### src/rtl/sap_pkg.sv
// Shared constants and types for the SAP-1 control/sequencer unit.
// Opcodes, one-hot T-state codes, control-word bit positions and the sequencer state enum.
package sap_pkg;

    localparam logic [3:0] OPC_LDA = 4'b0000;
    localparam logic [3:0] OPC_ADD = 4'b0001;
    localparam logic [3:0] OPC_SUB = 4'b0010;
    localparam logic [3:0] OPC_OUT = 4'b1110;
    localparam logic [3:0] OPC_HLT = 4'b1111;

    localparam logic [5:0] TS_T1 = 6'b000001;
    localparam logic [5:0] TS_T2 = 6'b000010;
    localparam logic [5:0] TS_T3 = 6'b000100;
    localparam logic [5:0] TS_T4 = 6'b001000;
    localparam logic [5:0] TS_T5 = 6'b010000;
    localparam logic [5:0] TS_T6 = 6'b100000;

    localparam int unsigned CW_PC_INC  = 0;
    localparam int unsigned CW_PC_OUT  = 1;
    localparam int unsigned CW_MAR_IN  = 2;
    localparam int unsigned CW_RAM_OUT = 3;
    localparam int unsigned CW_IR_IN   = 4;
    localparam int unsigned CW_IR_OUT  = 5;
    localparam int unsigned CW_A_IN    = 6;
    localparam int unsigned CW_A_OUT   = 7;
    localparam int unsigned CW_B_IN    = 8;
    localparam int unsigned CW_ALU_OUT = 9;
    localparam int unsigned CW_SUB     = 10;
    localparam int unsigned CW_OUT_IN  = 11;
    localparam int unsigned CW_HLT     = 12;
    localparam int unsigned CW_WIDTH   = 13;

    typedef logic [CW_WIDTH-1:0] ctrl_word_t;

    typedef enum logic {
        StRun,
        StHalted
    } sap_state_e;

endpackage

### src/rtl/sap_contador_anel_6.sv
// Six-state one-hot ring counter with async active-low clear, advance enable and load-to-T1.
module sap_contador_anel_6
    import sap_pkg::*;
(
    input  logic       clk_i,
    input  logic       rst_ni,
    input  logic       advance_i,
    input  logic       load_t1_i,
    output logic [5:0] ring_o
);

    logic [5:0] ring_q, ring_d;

    always_comb begin
        ring_d = ring_q;
        if (load_t1_i) begin
            ring_d = TS_T1;
        end else if (advance_i) begin
            ring_d = {ring_q[4:0], ring_q[5]};
        end
    end

    always_ff @(posedge clk_i or negedge rst_ni) begin
        if (!rst_ni) begin
            ring_q <= TS_T1;
        end else begin
            ring_q <= ring_d;
        end
    end

    assign ring_o = ring_q;

endmodule

### src/rtl/sap_controlador_sequenciador.sv
// SAP-1 control/sequencer: T-state ring plus opcode decode into the datapath control word.
// Define SAP_CTRL_CICLO_CURTO_EN to return to T1 right after an instruction's last active state.
module sap_controlador_sequenciador
    import sap_pkg::*;
(
    input  logic       clock,
    input  logic       clear,
    input  logic [3:0] opcode,
    output logic [5:0] t_state,
    output logic       PC_INC,
    output logic       PC_OUT,
    output logic       MAR_IN,
    output logic       RAM_OUT,
    output logic       IR_IN,
    output logic       IR_OUT,
    output logic       A_IN,
    output logic       A_OUT,
    output logic       B_IN,
    output logic       ALU_OUT,
    output logic       SUB,
    output logic       OUT_IN,
    output logic       HLT
);

    sap_state_e state_q, state_d;
    ctrl_word_t cw;
    logic [5:0] ring;
    logic       advance;
    logic       load_t1;
    logic       is_alu;
    logic       is_nop;

    sap_contador_anel_6 u_anel (
        .clk_i    (clock),
        .rst_ni   (clear),
        .advance_i(advance),
        .load_t1_i(load_t1),
        .ring_o   (ring)
    );

    assign is_alu = (opcode == OPC_ADD) || (opcode == OPC_SUB);
    assign is_nop = !is_alu && (opcode != OPC_LDA) && (opcode != OPC_OUT) && (opcode != OPC_HLT);

    always_ff @(posedge clock or negedge clear) begin
        if (!clear) begin
            state_q <= StRun;
        end else begin
            state_q <= state_d;
        end
    end

    always_comb begin
        state_d = state_q;
        cw      = '0;
        advance = 1'b0;
        load_t1 = 1'b0;
        if (state_q == StHalted) begin
            cw[CW_HLT] = 1'b1;
        end else begin
            advance = 1'b1;
            unique case (ring)
                TS_T1: begin
                    cw[CW_PC_OUT] = 1'b1;
                    cw[CW_MAR_IN] = 1'b1;
                end
                TS_T2: cw[CW_PC_INC] = 1'b1;
                TS_T3: begin
                    cw[CW_RAM_OUT] = 1'b1;
                    cw[CW_IR_IN]   = 1'b1;
                end
                TS_T4: begin
                    if (is_alu || (opcode == OPC_LDA)) begin
                        cw[CW_IR_OUT] = 1'b1;
                        cw[CW_MAR_IN] = 1'b1;
                    end else if (opcode == OPC_OUT) begin
                        cw[CW_A_OUT]  = 1'b1;
                        cw[CW_OUT_IN] = 1'b1;
                    end else if (opcode == OPC_HLT) begin
                        state_d = StHalted;
                        advance = 1'b0;
                    end
`ifdef SAP_CTRL_CICLO_CURTO_EN
                    if ((opcode == OPC_OUT) || is_nop) begin
                        load_t1 = 1'b1;
                    end
`endif
                end
                TS_T5: begin
                    if (opcode == OPC_LDA) begin
                        cw[CW_RAM_OUT] = 1'b1;
                        cw[CW_A_IN]    = 1'b1;
`ifdef SAP_CTRL_CICLO_CURTO_EN
                        load_t1 = 1'b1;
`endif
                    end else if (is_alu) begin
                        cw[CW_RAM_OUT] = 1'b1;
                        cw[CW_B_IN]    = 1'b1;
                        cw[CW_SUB]     = (opcode == OPC_SUB);
                    end
                end
                TS_T6: begin
                    if (is_alu) begin
                        cw[CW_ALU_OUT] = 1'b1;
                        cw[CW_A_IN]    = 1'b1;
                        cw[CW_SUB]     = (opcode == OPC_SUB);
                    end
                end
                default: ;
            endcase
        end
        // Reset dominates: nothing reaches the datapath while clear is held low.
        if (!clear) begin
            cw = '0;
        end
    end

    assign t_state = (state_q == StHalted) ? 6'b000000 : ring;

    assign PC_INC  = cw[CW_PC_INC];
    assign PC_OUT  = cw[CW_PC_OUT];
    assign MAR_IN  = cw[CW_MAR_IN];
    assign RAM_OUT = cw[CW_RAM_OUT];
    assign IR_IN   = cw[CW_IR_IN];
    assign IR_OUT  = cw[CW_IR_OUT];
    assign A_IN    = cw[CW_A_IN];
    assign A_OUT   = cw[CW_A_OUT];
    assign B_IN    = cw[CW_B_IN];
    assign ALU_OUT = cw[CW_ALU_OUT];
    assign SUB     = cw[CW_SUB];
    assign OUT_IN  = cw[CW_OUT_IN];
    assign HLT     = cw[CW_HLT];

    a_one_bus_driver: assert property (@(posedge clock) disable iff (!clear)
        $onehot0({PC_OUT, RAM_OUT, IR_OUT, A_OUT, ALU_OUT}));

endmodule

### config.mk
export PLATFORM = sky130hd
export DESIGN_NAME = sap_controlador_sequenciador
export DESIGN_NICKNAME = d
export VERILOG_FILES = /design/src/rtl/sap_pkg.sv /design/src/rtl/sap_contador_anel_6.sv /design/src/rtl/sap_controlador_sequenciador.sv
export SDC_FILE = /design/constraint.sdc
export NUM_CORES = 1
export LEC_CHECK = 0
export BUFFER_PORTS_ARGS = -buffer_cell sky130_fd_sc_hd__buf_2
export CORE_MARGIN = 1
export CORE_UTILIZATION = 39
export CTS_CLUSTER_SIZE = 25
export DETAILED_ROUTE_END_ITERATION = 12
export PLACE_DENSITY = 0.74
export SLEW_MARGIN = 20
export SYNTH_ARGS = -nofsm -noshare
export SYNTH_HDL_FRONTEND = slang
export SYNTH_SLANG_ARGS = --single-unit
### constraint.sdc
create_clock -name clock -period 1.6 [get_ports clock]
set_input_delay 0.32 -clock clock [delete_from_list [all_inputs] [get_ports clock]]
set_output_delay 0.32 -clock clock [all_outputs]
set_load 0.01 [all_outputs]
==> results.md, run 1 <==
* Yosys warns at 0
* Pre-Repair DR Iteration Count at 3
* Top cell type's share of synthesized area at 27.1%
* Met3 wire len at 53 um
* Fin Clk Skew at 4.47 ps
* Largest net degree at the start of global routing at 11
* H-tree Lvls at 1
* Synth-to-Final Area Change at 76.7%
* Synth Area in Compound Gates at 18.3%
* Final WS setup at -280 ps
* N_diodes at 0
* DIE AREA at 1580 um2
* Setup crit end kind: output port
* Max-cap violation count at 0
* Tightest Pin Transition at 272 ps
* GR Overflow Total at 0
* First-pass GRT wire length at 2500 um
* Crit-path cells: nor3_2 > nand3_1 > a2111oi_2 > buf_2
* Mapped cell area at 554 um2
* Synth top area cells: dfrtp_1 (27%), nor2b_1 (7.9%), nor2_1 (6.8%)
* Routed Antenna Nets at 0
* Non-Filler Instances at 129
* Req. time, crit path at 1280 ps
* CTS Hold Bufs at 0
* Layout net count at 121
* Wire per inst at 13.7 um
* Tmin final at 1880 ps
* Crit path buf inv count at 1
* Total negative slack at -2370 ps
* Crit path kind: reg2out
* Area occupied by multi-input gates at 419 um2
* Clock Latency Late Sink at 240 ps
* WL final at 1770 um
* Maximum vdd drop at 0.00105 V
* Seq/Total Area, Yosys at 31.8%
* Avg Cell Area, Syn at 8.66 um2
* Clk root buf: clkbuf_4
* PwrDens at 1590 nW/um2
* RSZ-0062 raised after global routing: yes
* Routed met2 length at 956 um
* Vias at 649
* Finish-stage setup viols at 12
* Maximum fanout along the worst path at 5
* XOR/XNOR Fraction of Synth Area at 0%
* Hold WS at 36.7 ps
* Max-slew headroom at 81.8%
* Antenna violations before repair at 0
* # clock sinks at 7
* Top Metal Used: met4
* Vias/cell at 5.03
* I/O pins at 25
* Most frequent cells in the layout: buf_2 (24), buf_4 (22), nor2_1 (6)
* Failing checks: setup timing
* Fillers at 111
* Row count at 13
* Vias in the first global route at 574
* Status: finished, violations left
* FF+latch count, synth at 7
* Cell variety after synth at 30
* Placer Congestion at 0.800
* Mux cell area share after synthesis at 2.71%
* DRC Markers at 0
* Largest area contributor in the netlist: dfrtp_1
* Total GRT Usage at 24.5%
* Post-Synth Adder-Cell Area at 0%
* Core area at 1320 um2
* Fin crit share at 118%
* Fmax at 0.532 GHz
* Type of origin of the critical path: flop
* Worst Hold Class: in2async
* Post-Place Cells at 120
* DP HPWL at 1300 um
* Clock-pin slew on the worst setup and hold paths at 50 ps
* Wire length on met1 at 752 um
* Layout cell share with drive strength beyond 1 at 65.8%
* Die Y at 39.7 um
* Syn Inst Count at 64
* Leakage at 0.527 nW
* Leading cell type in the layout, fill and taps excluded: buf_2
* CTS tree: built
* Critical path's largest stage delay at 460 ps
* Bufs on Longest Clock Path at 2
* Main combinational cell family by area after synthesis: simple AND/OR/NAND/NOR gates
* PortBufs at 24
* Starting density of the core at 42.1%
* Inserted Clock Buffers at 3
* FF/Latch Area at 181 um2
* Crit path max-delay cell type: dfrtp_2
* Slew Viols, Final at 0
* Post-Synth Simple-Gate Area at 41.1%
* Die W at 39.7 um
* Initial DRC count at 7
* Final Hold Fails at 0
* Arrival @ worst endpoint at 1560 ps
* CP top delay family: flip-flops
* Post-Syn Nets at 70
## per-layer routing
metal	vias to the layer above	global-route usage (%)
met4	0	10.3
met3	2	1.70
li1	330	-
met5	-	0
met1	297	29.1
met2	20	44.3
## worst reg2reg max path: stages (launching register included)
cell      delay [ps]
dfstp_2          590
buf_6            110
and4bb_1         200
a41oi_2          210
mux2_4           330
## report_power, final
group / switching (W) / leakage (nW) / internal (W)
logic: 0.000442 / 0.427 / 0.000580
clock network: 0.0000610 / 0.0150 / 0.0000949
registers: 0.000116 / 0.0852 / 0.000260
total: 0.000619 / 0.527 / 0.000935
## flip-flops by register name (all words and copies together) (netlist names)
| name | flops |
|---|---|
| u_anel.ring_o | 6 |
| state_q | 1 |
## what timing repair did
action | 4_1_cts | 5_1_grt
setup buffers | 6 | 0
resized for setup | 11 | 12
pin swaps | 10 | 2
setup endpoints to repair | 13 | 16
## Yosys cell counts
master     count
a2111oi_2      1
a21boi_1       1
a21o_1         4
a41oi_2        1
and2_1         1
and3b_1        1
and4_1         1
and4bb_1       1
buf_1          1
buf_4          2
dfrtp_1        6
dfstp_2        1
inv_1          4
mux2_4         1
nand2_1        6
nand2b_1       1
nand3_1        1
nand4_1        1
nand4b_1       2
nor2_1        10
nor2b_1        7
nor3_1         1
nor3b_1        1
nor4b_1        1
nor4b_4        1
o2111ai_1      1
o21ai_1        2
o21bai_1       1
o22ai_1        1
or4_1          1
## final cells by class
class                   count  share of cell area, %
repair buffers             49                   32.6
clock buffers               4                   2.68
inverters                   4                   1.53
flip-flops and latches      7                   18.5
multi-input cells          50                   42.8
well taps                  15                   1.92
## per-stage QoR
stage | utilization, % | total power [W] | area [um2] | setup slack, ps
after floorplan | - | 0.000725 | 559 | 3.91
after global placement | 63.0 | 0.00114 | 830 | -55.7
after detailed placement | 63.0 | 0.00116 | 830 | -81.9
after CTS | 70.9 | 0.00146 | 935 | -274
after global routing | 74.4 | 0.00166 | 980 | -366
final | 74.4 | 0.00155 | 980 | -280
## worst paths after layout
kind / startpoint / end / slack, ps / cells after the start
max in group asynchronous: clear / u_anel.ring_o[0]$_DFFE_PN1P_ / 1350 / 2
min reg2reg: u_anel.ring_o[0]$_DFFE_PN1P_ / u_anel.ring_o[0]$_DFFE_PN1P_ / 560 / 1
max: u_anel.ring_o[2]$_DFFE_PN0P_ / SUB / -280 / 4
max reg2reg: u_anel.ring_o[0]$_DFFE_PN1P_ / u_anel.ring_o[4]$_DFFE_PN0P_ / 30 / 4
min: clear / u_anel.ring_o[5]$_DFFE_PN0P_ / 40 / 2
min in group clock: u_anel.ring_o[0]$_DFFE_PN1P_ / u_anel.ring_o[0]$_DFFE_PN1P_ / 560 / 1
## cells by family after synthesis
kind of cell | after synthesis
mux | 1
flops | 7
buf+inv | 7
simple gates | 37
compound gates | 12
Note: power is estimated with default switching activity, not from simulation.
==> run 2: changes to the inputs <==
- GPL_TIMING_DRIVEN: default -> 0
- PLACE_DENSITY: 0.74 -> 0.66
==> results.md, run 2 (synthesized netlist as in run 1, its figures left out) <==
* Status: finished, violations left
* Failing checks: setup timing
* GR Overflow Total at 0
* Type of origin of the critical path: flop
* Leakage at 0.462 nW
* Total GRT Usage at 20.6%
* Crit path max-delay cell type: dfrtp_2
* Clk root buf: clkbuf_4
* I/O pins at 25
* Maximum fanout along the worst path at 5
* Routed Antenna Nets at 0
* Worst setup path end: RAM_OUT
* Max reg flops at 6
* Inserted Clock Buffers at 3
* Arrival @ worst endpoint at 1540 ps
* Slack of the worst reg-to-reg path at 40 ps
* Max-cap violation count at 0
* Number of cells on the critical path at 4
* Fin crit share at 116%
* Row count at 13
* Slew Viols, Final at 0
* # clock sinks at 7
* Placer Congestion at 0.776
* Fmax at 0.537 GHz
* First-pass GRT wire length at 2160 um
* Reg-to-reg endpoint: u_anel.ring_o[4]$_DFFE_PN0P_
* Final WS setup at -262 ps
* Pre-Repair DR Iteration Count at 4
* WL final at 1490 um
* Synth-to-Final Area Change at 60.7%
* DP HPWL at 1060 um
* Die Y at 39.7 um
* Clock-pin slew on the worst setup and hold paths at 50 ps
* Antenna violations before repair at 0
* Finish-stage setup viols at 12
* Bufs on Longest Clock Path at 2
* Max-slew headroom at 81.1%
* PwrDens at 1520 nW/um2
* DIE AREA at 1580 um2
* CTS tree: built
* Crit path buf inv count at 1
* Fin Clk Skew at 0.560 ps
* Vias at 609
* Crit-path cells: nand2b_4 > or4_1 > o22ai_1 > buf_2
* Worst Reg-to-Reg Cells at 3
* Total negative slack at -2080 ps
* N_diodes at 0
* DRC Markers at 0
* Initial DRC count at 8
* Crit path from: state_q$_DFF_PN0_
* Tmin final at 1860 ps
* Layout cell share with drive strength beyond 1 at 58.4%
* PortBufs at 24
* RR Startpoint: u_anel.ring_o[0]$_DFFE_PN1P_
* Vias in the first global route at 491
* Crit path kind: reg2out
* CP top delay family: simple AND/OR/NAND/NOR gates
* Tightest Pin Transition at 283 ps
* Clock Latency Late Sink at 240 ps
* H-tree Lvls at 1
* Most frequent cells in the layout: buf_2 (24), buf_4 (8), nor2_1 (7)
* RSZ-0062 raised after global routing: yes
* Req. time, crit path at 1280 ps
* Largest net degree at the start of global routing at 11
* Final Hold Fails at 0
* Power Total at 0.00136 W
* Wire per inst at 12.9 um
* Core area at 1320 um2
* Layout net count at 108
* Starting density of the core at 42.1%
* Setup crit end kind: output port
* Worst Hold Class: in2async
* Die W at 39.7 um
* Vias/cell at 5.25
* Critical path's largest stage delay at 450 ps
* Leading cell type in the layout, fill and taps excluded: buf_2
* Maximum vdd drop at 0.000832 V
[run 2: cell types whose count changed in the layout (fill, tap and decap cells not counted), sizes merged]
cell	change
dlygate4sd3	+1
buf	-14
[run 2: stage by stage]
step | utilization, % | instance area [um2] | setup slack, ps | hold WS (ps) | cells
floorplan | - | 559 | 3.91 | 24.4 | 64
global placement | 53.0 | 698 | -222 | 188 | 103
detailed placement | 53.0 | 698 | -257 | 189 | 103
CTS | 64.1 | 845 | -273 | 71.1 | 115
global route | 67.6 | 891 | -347 | 76.5 | 116
finish | 67.6 | 891 | -262 | 79.6 | 116
[run 2: per-layer routing]
| metal | share of wire, % | vias to the layer above | track usage [%] |
|---|---|---|---|
| met1 | 48 | 279 | 26.6 |
| met5 | 0 | - | 0 |
| met2 | 48 | 19 | 34.8 |
| met3 | 3.7 | 2 | 3.41 |
| met4 | 0.33 | 0 | 5.17 |
| li1 | - | 309 | - |
[run 2: what timing repair did]
action | 4_1_cts | 5_1_grt
gates resized for setup | 17 | 8
pin swaps | 6 | 8
setup endpoints to repair | 15 | 13
hold buffers | 1 | 0
setup buffers | 7 | 1
hold endpoints to repair | 6 | 0
[run 2: how the worst min path moves through the flow]
stage / startpoint / endpoint / slack, ps / cells past startpoint
after floorplan: clear / state_q$_DFF_PN0_ / 20 / 0
after global placement: clear / u_anel.ring_o[1]$_DFFE_PN0P_ / 190 / 1
after detailed placement: clear / u_anel.ring_o[1]$_DFFE_PN0P_ / 190 / 1
after CTS: clear / u_anel.ring_o[0]$_DFFE_PN1P_ / 70 / 1
after global routing: clear / u_anel.ring_o[0]$_DFFE_PN1P_ / 80 / 1
final: clear / u_anel.ring_o[0]$_DFFE_PN1P_ / 80 / 1
[run 2: power by group]
| group | internal (W) | total, W | switching [W] | leakage, nW |
|---|---|---|---|---|
| sequential | 0.000264 | 0.000398 | 0.000134 | 0.0838 |
| clock | 0.0000947 | 0.000152 | 0.0000572 | 0.0150 |
| combinational | 0.000417 | 0.000806 | 0.000388 | 0.363 |
| total | 0.000776 | 0.00136 | 0.000580 | 0.462 |
[run 2: layout make-up]
class / count / area (um2)
clock buffers: 4 / 26.3
inverters: 4 / 15.0
flip-flops and latches: 7 / 183
repair buffers: 33 / 200
plain buffers: 3 / 23.8
fillers: 116 / 427
well taps: 15 / 18.8
multi-input cells: 50 / 424
==> run 3: changes to the inputs <==
- CTS_BUF_LIST: default -> sky130_fd_sc_hd__clkbuf_16
==> results.md, run 3 (synthesized netlist as in run 1, its figures left out) <==
* Status: finished, violations left
* Failing checks: setup timing
* Slew Viols, Final at 0
* Inserted Clock Buffers at 3
* Synth-to-Final Area Change at 79.2%
* H-tree Lvls at 1
* DP HPWL at 1060 um
* Power Total at 0.00174 W
* DIE AREA at 1580 um2
* Maximum vdd drop at 0.00126 V
* Vias/cell at 5.18
* Layout net count at 113
* Clock-pin slew on the worst setup and hold paths at 40 ps
* Crit path buf inv count at 1
* Antenna violations before repair at 0
* Pre-Repair DR Iteration Count at 2
* Vias in the first global route at 532
* WL final at 1670 um
* N_diodes at 0
* Final Hold Fails at 0
* GR Overflow Total at 0
* Fmax at 0.540 GHz
* Maximum fanout along the worst path at 5
* Starting density of the core at 42.1%
* Hold WS at 91.7 ps
* Layout cell share with drive strength beyond 1 at 61.3%
* RR Startpoint: u_anel.ring_o[0]$_DFFE_PN1P_
* CTS tree: built
* Max-cap violation count at 0
* Req. time, crit path at 1280 ps
* Clk root buf: clkbuf_16
* Worst Hold Class: in2async
* Slack of the worst reg-to-reg path at 30 ps
* Type of origin of the critical path: flop
* Die W at 39.7 um
* Arrival @ worst endpoint at 1530 ps
* Fin Clk Skew at 3.55 ps
* Critical path's largest stage delay at 440 ps
* I/O pins at 25
* Bufs on Longest Clock Path at 2
* Most frequent cells in the layout: buf_2 (24), buf_4 (12), nor2_1 (7)
* Final WS setup at -252 ps
* Crit path max-delay cell type: dfrtp_2
* Tightest Pin Transition at 296 ps
* Die Y at 39.7 um
* PortBufs at 24
* Leading cell type in the layout, fill and taps excluded: buf_2
* Worst Reg-to-Reg Cells at 3
* Post-Place Cells at 103
* Finish-stage setup viols at 12
* Clock Latency Late Sink at 230 ps
* Placer Congestion at 0.776
* Crit path kind: reg2out
* PwrDens at 1750 nW/um2
* # clock sinks at 7
* First-pass GRT wire length at 2380 um
* Crit-path cells: nor3_4 > nand3_2 > a2111oi_2 > buf_2
* CP top delay family: flip-flops
* Total GRT Usage at 23.7%
* Tmin final at 1850 ps
* Routed Antenna Nets at 0
* RSZ-0062 raised after global routing: yes
* Core area at 1320 um2
* Max reg flops at 6
* Max-slew headroom at 80.2%
* Initial DRC count at 4
* Leakage at 0.514 nW
* Fin crit share at 116%
* Vias at 627
* Non-Filler Instances at 121
* Row count at 13
* Wire per inst at 13.8 um
* DRC Markers at 0
* Setup crit end kind: output port
* Largest net degree at the start of global routing at 11
* Reg-to-reg endpoint: u_anel.ring_o[4]$_DFFE_PN0P_
==> run 3: routing by layer <==
layer,vias to the layer above,global-route usage (%),part of all wire (%)
met2,20,36.5,49
met1,288,29.4,46
met5,-,0,0
li1,315,-,-
met3,4,5.11,3.6
met4,0,14.7,1.6
==> run 3: area by class of cell <==
| class | count | area, um2 |
|---|---|---|
| plain buffers | 3 | 23.8 |
| multi-input cells | 50 | 433 |
| fillers | 94 | 324 |
| well taps | 15 | 18.8 |
| clock inverters | 1 | 3.75 |
| repair buffers | 38 | 241 |
| clock buffers | 3 | 75.1 |
| flip-flops and latches | 7 | 183 |
| inverters | 4 | 15.0 |
==> run 3: what timing repair did <==
action	4_1_cts	5_1_grt
hold buffers	1	0
pin swaps	6	8
endpoints found under the setup margin	14	13
buffers inserted	8	5
endpoints found under the hold margin	6	0
gates resized for setup	18	9
==> run 3: worst max path at each step <==
stage	from	end	slack, ps	cells after the start
after floorplan	u_anel.ring_o[0]$_DFFE_PN1P_	MAR_IN	4	3
after global placement	u_anel.ring_o[1]$_DFFE_PN0P_	SUB	-220	4
after detailed placement	clear	RAM_OUT	-260	5
after CTS	u_anel.ring_o[2]$_DFFE_PN0P_	SUB	-250	4
after global routing	u_anel.ring_o[3]$_DFFE_PN0P_	SUB	-320	4
final	u_anel.ring_o[4]$_DFFE_PN0P_	SUB	-250	4
==> run 3: metrics by stage <==
stage	utilization [%]	TNS [ps]	cell area [um2]	worst slack [ps]
2_1_floorplan	-	0	559	3.91
3_3_place_gp	53.0	-969	698	-222
3_5_place_dp	53.0	-1310	698	-257
4_1_cts	68.9	-1850	908	-253
5_1_grt	75.4	-2860	993	-323
6_report	75.4	-2120	993	-252
==> run 3: worst register-to-register path: cells and delay by family, from the launching register on <==
| family | cells | cell delay [ps] |
|---|---|---|
| AO/OA/AOI/OAI | 1 | 270 |
| flip-flops | 1 | 600 |
| multiplexers | 1 | 320 |
| AND/OR/NAND/NOR | 1 | 250 |
==> run 3: power by group <==
group	internal [W]	leakage (nW)	switching, W
logic	0.000492	0.388	0.000428
clock network	0.000325	0.0423	0.0000955
registers	0.000264	0.0838	0.000134
